[config.mk]
export PLATFORM = sky130hd
export DESIGN_NAME = fetch_controller_flat
export DESIGN_NICKNAME = d
export VERILOG_FILES = /design/src/rtl/fetch_controller_if.sv /design/src/rtl/fetch_controller.sv /design/src/flat_wrapper.sv
export SDC_FILE = /design/constraint.sdc
export NUM_CORES = 1
export LEC_CHECK = 0
export ABC_CLOCK_PERIOD_IN_PS = 1400
export CELL_PAD_IN_SITES_DETAIL_PLACEMENT = 0
export CELL_PAD_IN_SITES_GLOBAL_PLACEMENT = 1
export CORE_MARGIN = 10
export CORE_UTILIZATION = 26
export CTS_CLUSTER_SIZE = 16
export DETAILED_ROUTE_END_ITERATION = 8
export PLACE_DENSITY_LB_ADDON = 0.1
export SLEW_MARGIN = 20
export SYNTH_ARGS = -nofsm -noshare
export SYNTH_HDL_FRONTEND = slang
export SYNTH_SLANG_ARGS = --single-unit
[constraint.sdc]
create_clock -name clk -period 1.4 [get_ports clk]
set_clock_uncertainty 0.05 [all_clocks]
set_input_delay 0.28 -clock clk [delete_from_list [all_inputs] [get_ports clk]]
set_output_delay 0.28 -clock clk [all_outputs]
set_load 0.02 [all_outputs]
[src/rtl/fetch_controller_if.sv]
// fetch_controller_if
// Bundles every signal of fetch_controller except clk/rst.
//   run control    : enable
//   memory port    : mem_address, mem_read, mem_write, mem_wdata, mem_rdata
//   instr handoff  : instr, instr_pc, instr_valid, instr_ready,
//                    branch_valid, branch_target
//   data requests  : dreq, dwe, daddr, dwdata, dack, drdata
//   status         : pc
// The master modport is the controller itself. The slave modport is the
// surrounding memory, execute stage and run control.
interface fetch_controller_if;
  logic       enable;
  logic [3:0] mem_address;
  logic       mem_read;
  logic       mem_write;
  logic [7:0] mem_wdata;
  logic [7:0] mem_rdata;
  logic [7:0] instr;
  logic [3:0] instr_pc;
  logic       instr_valid;
  logic       instr_ready;
  logic       branch_valid;
  logic [3:0] branch_target;
  logic       dreq;
  logic       dwe;
  logic [3:0] daddr;
  logic [7:0] dwdata;
  logic       dack;
  logic [7:0] drdata;
  logic [3:0] pc;

  modport master (
    input  enable, mem_rdata, instr_ready, branch_valid, branch_target,
           dreq, dwe, daddr, dwdata,
    output mem_address, mem_read, mem_write, mem_wdata,
           instr, instr_pc, instr_valid, dack, drdata, pc
  );

  modport slave (
    output enable, mem_rdata, instr_ready, branch_valid, branch_target,
           dreq, dwe, daddr, dwdata,
    input  mem_address, mem_read, mem_write, mem_wdata,
           instr, instr_pc, instr_valid, dack, drdata, pc
  );
endinterface

[src/rtl/fetch_controller.sv]
// fetch_controller
// Sequencer that owns the single port of a 16x8 unified memory. It fetches
// instructions at pc and hands them to the execute stage over a valid/ready
// handshake. It also interleaves execute-stage loads and stores on the same
// port, and a data request wins over the next fetch.
// Ports:
//   clk  - sole clock, rising edge
//   rst  - asynchronous active-high reset
//   bus  - fetch_controller_if.master (memory pins, instruction handoff,
//          data request channel, run control, pc)
// Parameter:
//   RESET_PC - program counter value after reset
module fetch_controller #(
  parameter logic [3:0] RESET_PC = 4'd0
) (
  input logic               clk,
  input logic               rst,
  fetch_controller_if.master bus
);

  typedef enum logic [1:0] {
    IDLE  = 2'd0,
    FETCH = 2'd1,
    HOLD  = 2'd2,
    DATA  = 2'd3
  } state_t;

  state_t     state_r;
  state_t     state_next_s;

  logic [3:0] pc_r;
  logic [7:0] instr_r;
  logic [3:0] instr_pc_r;
  logic       instr_valid_r;
  logic       dack_r;
  logic [7:0] drdata_r;

  logic [3:0] mem_address_s;
  logic       mem_read_s;
  logic       mem_write_s;
  logic [7:0] mem_wdata_s;

  // State register
  always_ff @(posedge clk or posedge rst) begin
    if (rst) begin
      state_r <= IDLE;
    end else begin
      state_r <= state_next_s;
    end
  end

  // Next-state decode; data requests take precedence over fetching
  always_comb begin
    state_next_s = state_r;
    case (state_r)
      IDLE: begin
        // While dack is high the requester is still dropping dreq, so a
        // lingering dreq must not start a second access.
        if (bus.dreq && !dack_r) begin
          state_next_s = DATA;
        end else if (bus.enable) begin
          state_next_s = FETCH;
        end else begin
          state_next_s = IDLE;
        end
      end
      FETCH: begin
        state_next_s = HOLD;
      end
      HOLD: begin
        if (!bus.instr_ready) begin
          state_next_s = HOLD;
        end else if (bus.dreq) begin
          state_next_s = DATA;
        end else if (bus.enable) begin
          state_next_s = FETCH;
        end else begin
          state_next_s = IDLE;
        end
      end
      DATA: begin
        if (bus.enable) begin
          state_next_s = FETCH;
        end else begin
          state_next_s = IDLE;
        end
      end
      default: begin
        state_next_s = IDLE;
      end
    endcase
  end

  // Memory pin decode from the registered state. Reset forces IDLE at once,
  // so mem_write falls without waiting for a clock edge.
  always_comb begin
    mem_address_s = 4'd0;
    mem_read_s    = 1'b0;
    mem_write_s   = 1'b0;
    mem_wdata_s   = 8'd0;
    case (state_r)
      FETCH: begin
        mem_address_s = pc_r;
        mem_read_s    = 1'b1;
      end
      DATA: begin
        mem_address_s = bus.daddr;
        mem_wdata_s   = bus.dwdata;
        mem_read_s    = ~bus.dwe;
        mem_write_s   = bus.dwe;
      end
      default: begin
        mem_address_s = 4'd0;
      end
    endcase
  end

  // Datapath registers: pc, instruction handoff and data completion
  always_ff @(posedge clk or posedge rst) begin
    if (rst) begin
      pc_r          <= RESET_PC;
      instr_r       <= 8'd0;
      instr_pc_r    <= 4'd0;
      instr_valid_r <= 1'b0;
      dack_r        <= 1'b0;
      drdata_r      <= 8'd0;
    end else begin
      dack_r <= (state_r == DATA);
      case (state_r)
        FETCH: begin
          instr_r       <= bus.mem_rdata;
          instr_pc_r    <= pc_r;
          pc_r          <= pc_r + 4'd1;
          instr_valid_r <= 1'b1;
        end
        HOLD: begin
          // A branch is honoured only together with the accept
          if (bus.instr_ready) begin
            instr_valid_r <= 1'b0;
            if (bus.branch_valid) begin
              pc_r <= bus.branch_target;
            end else begin
              pc_r <= pc_r;
            end
          end else begin
            instr_valid_r <= 1'b1;
          end
        end
        DATA: begin
          if (!bus.dwe) begin
            drdata_r <= bus.mem_rdata;
          end else begin
            drdata_r <= drdata_r;
          end
        end
        default: begin
          pc_r <= pc_r;
        end
      endcase
    end
  end

  assign bus.mem_address = mem_address_s;
  assign bus.mem_read    = mem_read_s;
  assign bus.mem_write   = mem_write_s;
  assign bus.mem_wdata   = mem_wdata_s;
  assign bus.instr       = instr_r;
  assign bus.instr_pc    = instr_pc_r;
  assign bus.instr_valid = instr_valid_r;
  assign bus.dack        = dack_r;
  assign bus.drdata      = drdata_r;
  assign bus.pc          = pc_r;

endmodule
[src/flat_wrapper.sv]
// flat-port wrapper written by rule: the top's interface ports become plain ports
module fetch_controller_flat 
#(
  parameter logic [3:0] RESET_PC = 4'd0
)
  (clk, rst, bus_enable, bus_mem_rdata, bus_instr_ready, bus_branch_valid, bus_branch_target, bus_dreq, bus_dwe, bus_daddr, bus_dwdata, bus_mem_address, bus_mem_read, bus_mem_write, bus_mem_wdata, bus_instr, bus_instr_pc, bus_instr_valid, bus_dack, bus_drdata, bus_pc);
  fetch_controller_if bus_i ();
  input logic clk;
  input logic rst;
  input wire logic [$bits(bus_i.enable)-1:0] bus_enable;
  input wire logic [$bits(bus_i.mem_rdata)-1:0] bus_mem_rdata;
  input wire logic [$bits(bus_i.instr_ready)-1:0] bus_instr_ready;
  input wire logic [$bits(bus_i.branch_valid)-1:0] bus_branch_valid;
  input wire logic [$bits(bus_i.branch_target)-1:0] bus_branch_target;
  input wire logic [$bits(bus_i.dreq)-1:0] bus_dreq;
  input wire logic [$bits(bus_i.dwe)-1:0] bus_dwe;
  input wire logic [$bits(bus_i.daddr)-1:0] bus_daddr;
  input wire logic [$bits(bus_i.dwdata)-1:0] bus_dwdata;
  output wire logic [$bits(bus_i.mem_address)-1:0] bus_mem_address;
  output wire logic [$bits(bus_i.mem_read)-1:0] bus_mem_read;
  output wire logic [$bits(bus_i.mem_write)-1:0] bus_mem_write;
  output wire logic [$bits(bus_i.mem_wdata)-1:0] bus_mem_wdata;
  output wire logic [$bits(bus_i.instr)-1:0] bus_instr;
  output wire logic [$bits(bus_i.instr_pc)-1:0] bus_instr_pc;
  output wire logic [$bits(bus_i.instr_valid)-1:0] bus_instr_valid;
  output wire logic [$bits(bus_i.dack)-1:0] bus_dack;
  output wire logic [$bits(bus_i.drdata)-1:0] bus_drdata;
  output wire logic [$bits(bus_i.pc)-1:0] bus_pc;
  assign bus_i.enable = bus_enable;
  assign bus_i.mem_rdata = bus_mem_rdata;
  assign bus_i.instr_ready = bus_instr_ready;
  assign bus_i.branch_valid = bus_branch_valid;
  assign bus_i.branch_target = bus_branch_target;
  assign bus_i.dreq = bus_dreq;
  assign bus_i.dwe = bus_dwe;
  assign bus_i.daddr = bus_daddr;
  assign bus_i.dwdata = bus_dwdata;
  assign bus_mem_address = bus_i.mem_address;
  assign bus_mem_read = bus_i.mem_read;
  assign bus_mem_write = bus_i.mem_write;
  assign bus_mem_wdata = bus_i.mem_wdata;
  assign bus_instr = bus_i.instr;
  assign bus_instr_pc = bus_i.instr_pc;
  assign bus_instr_valid = bus_i.instr_valid;
  assign bus_dack = bus_i.dack;
  assign bus_drdata = bus_i.drdata;
  assign bus_pc = bus_i.pc;
  fetch_controller #(.RESET_PC(RESET_PC)) u_core (.clk(clk), .rst(rst), .bus(bus_i));
endmodule
-- Yosys cells after proc, flatten, opt, wreduce, memory -nomap -nowiden
Cells that the tools add are included.
- $add $sub $neg: 1
- eq/ne operators: 5
- mux-type cells: 14
- bitwise logic cells: 1
- reduce and logical (&&, ||, !) cells: 6
- operators by type and width (kind ; number):
    $pmux 4 s2 ; 2
    $mux 4 ; 2
    $mux 8 ; 1
    $pmux 2 s4 ; 1
    $mux 2 ; 3
    $add 4x1->4 const B ; 1
    $eq 2x2->1 const B ; 2
    $ne 2x2->1 const B ; 2
    $pmux 1 s2 ; 2
    $mux 1 ; 3
    $reduce_and 3->1 ; 1
    $eq 2x1->1 const B ; 1
    $logic_not 2->1 ; 1
    $reduce_and 2->1 ; 1
    $reduce_bool 2->1 ; 1
    $logic_and 1x1->1 ; 1
    $logic_not 1->1 ; 1
    $not 1->1 ; 1
- register bits: 28
- bits of input ports: 31
- output and inout port bits: 40
- word-level logic and storage cells: 34

-- Logic depth before layout (Yosys ltp)
- depth after elaboration: 4
- depth in mapped cells: 7
- depth with buffers taken out: 6

-- Worst setup path before layout
OpenSTA, ideal clock, no wires.
- kind: reg2out
- from: reg u_core.state_r[1]
- to: out bus_mem_address[0]
- data arrival time: 1.341 ns
- data required time: 1.070 ns
- path slack: -0.271 ns
- cell stages (with the launch flop): 7
- path buffers: 2
- path through: dfrtp_1 -> inv_1 -> ha_1 -> buf_2 -> buf_2 -> a31oi_1 -> nor2_1
- longest elaborated chain between the ends: 2
- elaborated cells on any way between the ends: 3
- classes of those cells: eq/ne (2); mux (1)
- RTL lines (element ; RTL line ; RTL):
    start, declared ; fetch_controller.sv:28 ; state_t state_r;
    start signal, assigned ; fetch_controller.sv:48 ; state_r <= state_next_s;
    $eq 2x2->1 / $eq 2x1->1 (equally long branches) ; fetch_controller.sv:101 ; case (state_r)
    $pmux 4 s2 (*) ; fetch_controller.sv:101 ;
    end, declared ; flat_wrapper.sv:19 ; output wire logic [$bits(bus_i.mem_address)-1:0] bus_mem_address;
Every way passes the cells marked *; elsewhere a longest branch is shown, timed or not.

-- Worst setup path after layout
- from: reg u_core.state_r[0]
- to: out bus_mem_address[1]
Same word-level chain as after synthesis.

==> metrics.txt <==
Worst Setup SP=u_core.state_r[0]; ratio of cells with drive above 1 in the final layout=51.15%; RSZ-0062 raised after global routing=yes; Core Area=5107 µm²; Num CTS Buffers=3; failing checks=negative setup slack; dpl cells=272; die width=92.66 µm; Internal Power=3.929 mW; Clk pwr share=9.6%; Worst setup SP type=flop; worst endpoint required time=1070 ps; FFs w/ async S/R, synth=100.0%; CTS tree=yes; Seq cells post-synth=28; LEAKAGE=1.226 nW; Final Hold Fails=0; prevailing post-synth register cell=dfrtp_1; clk slew on worst S/H paths=100 ps; synth unique cells=26; total number of vias=1270; largest cells by area after synthesis=dfrtp_1 (51%), mux2_2 (16%), ha_1 (6.4%), and2_1 (4.1%), nor2_1 (2.5%); routed wire length=4767 µm; cell with the most instances after synthesis=dfrtp_1; CP peak stage delay=460 ps; PortBufs=70; Peak supply drop=0.0008562 V; Crit Path Max Fanout=7; Avg Inst Size Synth=11.73 µm²; top-area cell type share of the netlist area=51.05%; Layout Nets=256; CP Cell Sequence=buf_6, ha_4, a22o_4, buf_6; Clk Latency, worst-skew pair=270 ps; # fillers=473; Area Growth Syn to Fin=100.0%; drt via density=4.425; Critical Path AT=1440 ps; DRC viols=0; Root Buffer=clkbuf_8; switching share of power=39.84%; Setup-failing EPs final=41; Post-synth top cells=dfrtp_1 (28), mux2_2 (20), and2_1 (9), nor2_1 (9), ha_1 (7); Pins Over Slew Limit=0; clk sinks=28; Most common cell on crit path=buf_6; post-route worst setup slack=-372.7 ps; element type at the critical path end=primary output; warnings from Yosys=0; antenna-violating nets left=0; Max-cap violations=0; Setup WS pre-CTS=-577.4 ps; Post-synth EDFFs=0; Logic pwr share=67.7%; CP max stage cell=dfrtp_2; cell count after synthesis=117; fmax=564.1 MHz; initial antenna violation count=0; vias in the first global route=1479; relative slew slack=77.33%; Top Ports=71; Cell Rows=26; Longest Clk Path Bufs=2; period utilization=126.6%; WL per Instance=16.61 µm; synthesized cell area=1373 µm²; placed wire-length estimate=3573 µm; Worst Reg-to-Reg Cells=8; Pwr Density=2379 nW/µm²; Yosys top cell by area=dfrtp_1; syn_nets=155; DR iter-0 viols=26; sequential-to-total area share from yosys stat=51.05%; kind of critical path=reg -> out; Reg power frac=22.7%; hold buffer count at cts=0; grt ovf=0; Die H=92.66 µm; CTS H-tree depth=1; # diodes=0; die area=8585 µm²; status=finished with violations; first-pass GRT wire length=7576 µm; Pre-antenna DRT Iters=4; Worst Max-Slew Pin Slew=339.6 ps; gpl congestion=0.7274; reg2reg start=u_core.state_r[0]; gr usage total=10.74%; Initial Util=26.87%; pin count of the biggest net entering global routing=17; switching pwr=2.602 mW; crit path time final=1773 ps; min-delay worst type=in -> async; fin cells=287
layout by cell type, fill, tap and decap left out, types with 4 or more instances in the layout:
cell,count
buf_4,19
mux2_2,12
ha_4,6
buf_2,4
nand2_1,4
and2_4,9
dfrtp_1,26
buf_6,21
nor2_1,4
dlygate4sd2_1,22
clkdlybuf4s50_1,30
mux2_4,8
worst paths after layout:
path                                             to  slack, ps
worst max-delay path             bus_mem_address[1]       -370
min in group clk                u_core.bus.instr[7]        460
worst min register to register  u_core.bus.instr[7]        460
worst max register to register     u_core.bus.pc[3]       -340
worst min-delay path            u_core.bus.instr[0]        200
max in group asynchronous         u_core.state_r[0]        670
layer usage:
metal	global-route usage, %	vias up	share of wire [%]
li1	-	603	-
met1	11.24	625	40
met2	20.18	38	53
met3	3.551	4	7.0
met4	2.571	0	0.59
met5	0	-	0
stage by stage:
step / setup TNS, ps / total power, mW / hold WS [ps] / instance area, µm² / utilization [%]
global placement: -11100 / 5.095 / 438.9 / 2332 / 45.66
finish: -8678 / 6.531 / 204.4 / 2745 / 53.75
detailed placement: -11970 / 5.171 / 442.9 / 2332 / 45.66
global route: -10820 / 6.981 / 218.0 / 2745 / 53.75
floorplan: -1494 / 3.440 / 295.4 / 1425 / -
CTS: -8897 / 6.140 / 210.8 / 2587 / 50.66
layout make-up:
type	count	area, µm²	share of cell area (%)
Clock buffer	3	41.29	1.504
Clock inverter	1	30.03	1.094
Inverter	7	33.78	1.231
Multi-Input combinational cell	77	857.1	31.22
Sequential cell	28	703.2	25.62
Tap cell	70	87.58	3.191
Timing Repair Buffer	101	992.2	36.14
power by group through the flow:
| stage | Combinational [mW] | Sequential (mW) | Clock, mW |
|---|---|---|---|
| 2_1_floorplan | 1.49 | 1.95 | 0 |
| 6_report | 4.42 | 1.48 | 0.628 |
| 3_5_place_dp | 3.69 | 1.48 | 0 |
| 3_3_place_gp | 3.64 | 1.45 | 0 |
| 5_1_grt | 4.74 | 1.54 | 0.701 |
| 4_1_cts | 4.02 | 1.46 | 0.653 |
timing repair:
item,CTS,global route
buffers inserted,8,3
gates cloned,0,1
pin swaps,15,9
setup endpoints to repair,66,42
gates resized for setup,155,33
critical path: cells and delay by family (launching register included):
kind	cells	cell delay, ps
flops	1	460
fa+ha+maj	1	200
buf+inv	2	270
compound gates	1	250
sequential cells by signal, summed over array words and instances, names as in the netlist:
| register | cells |
|---|---|
| u_core.bus.dack | 1 |
| u_core.bus.drdata | 8 |
| u_core.bus.instr | 8 |
| u_core.bus.instr_pc | 4 |
| u_core.bus.instr_valid | 1 |
| u_core.bus.pc | 4 |
| u_core.state_r | 2 |
logic make-up after synthesis:
kind of cell             after synthesis  synth area share, %
buffers and inverters                 12                4.101
multiplexers                          22                17.87
AO/OA/AOI/OAI                         22                11.30
adder cells (fa/ha/maj)                7                6.381
flip-flops                            28                51.05
AND/OR/NAND/NOR                       26                9.298
Power figures use the tool's default switching activity.
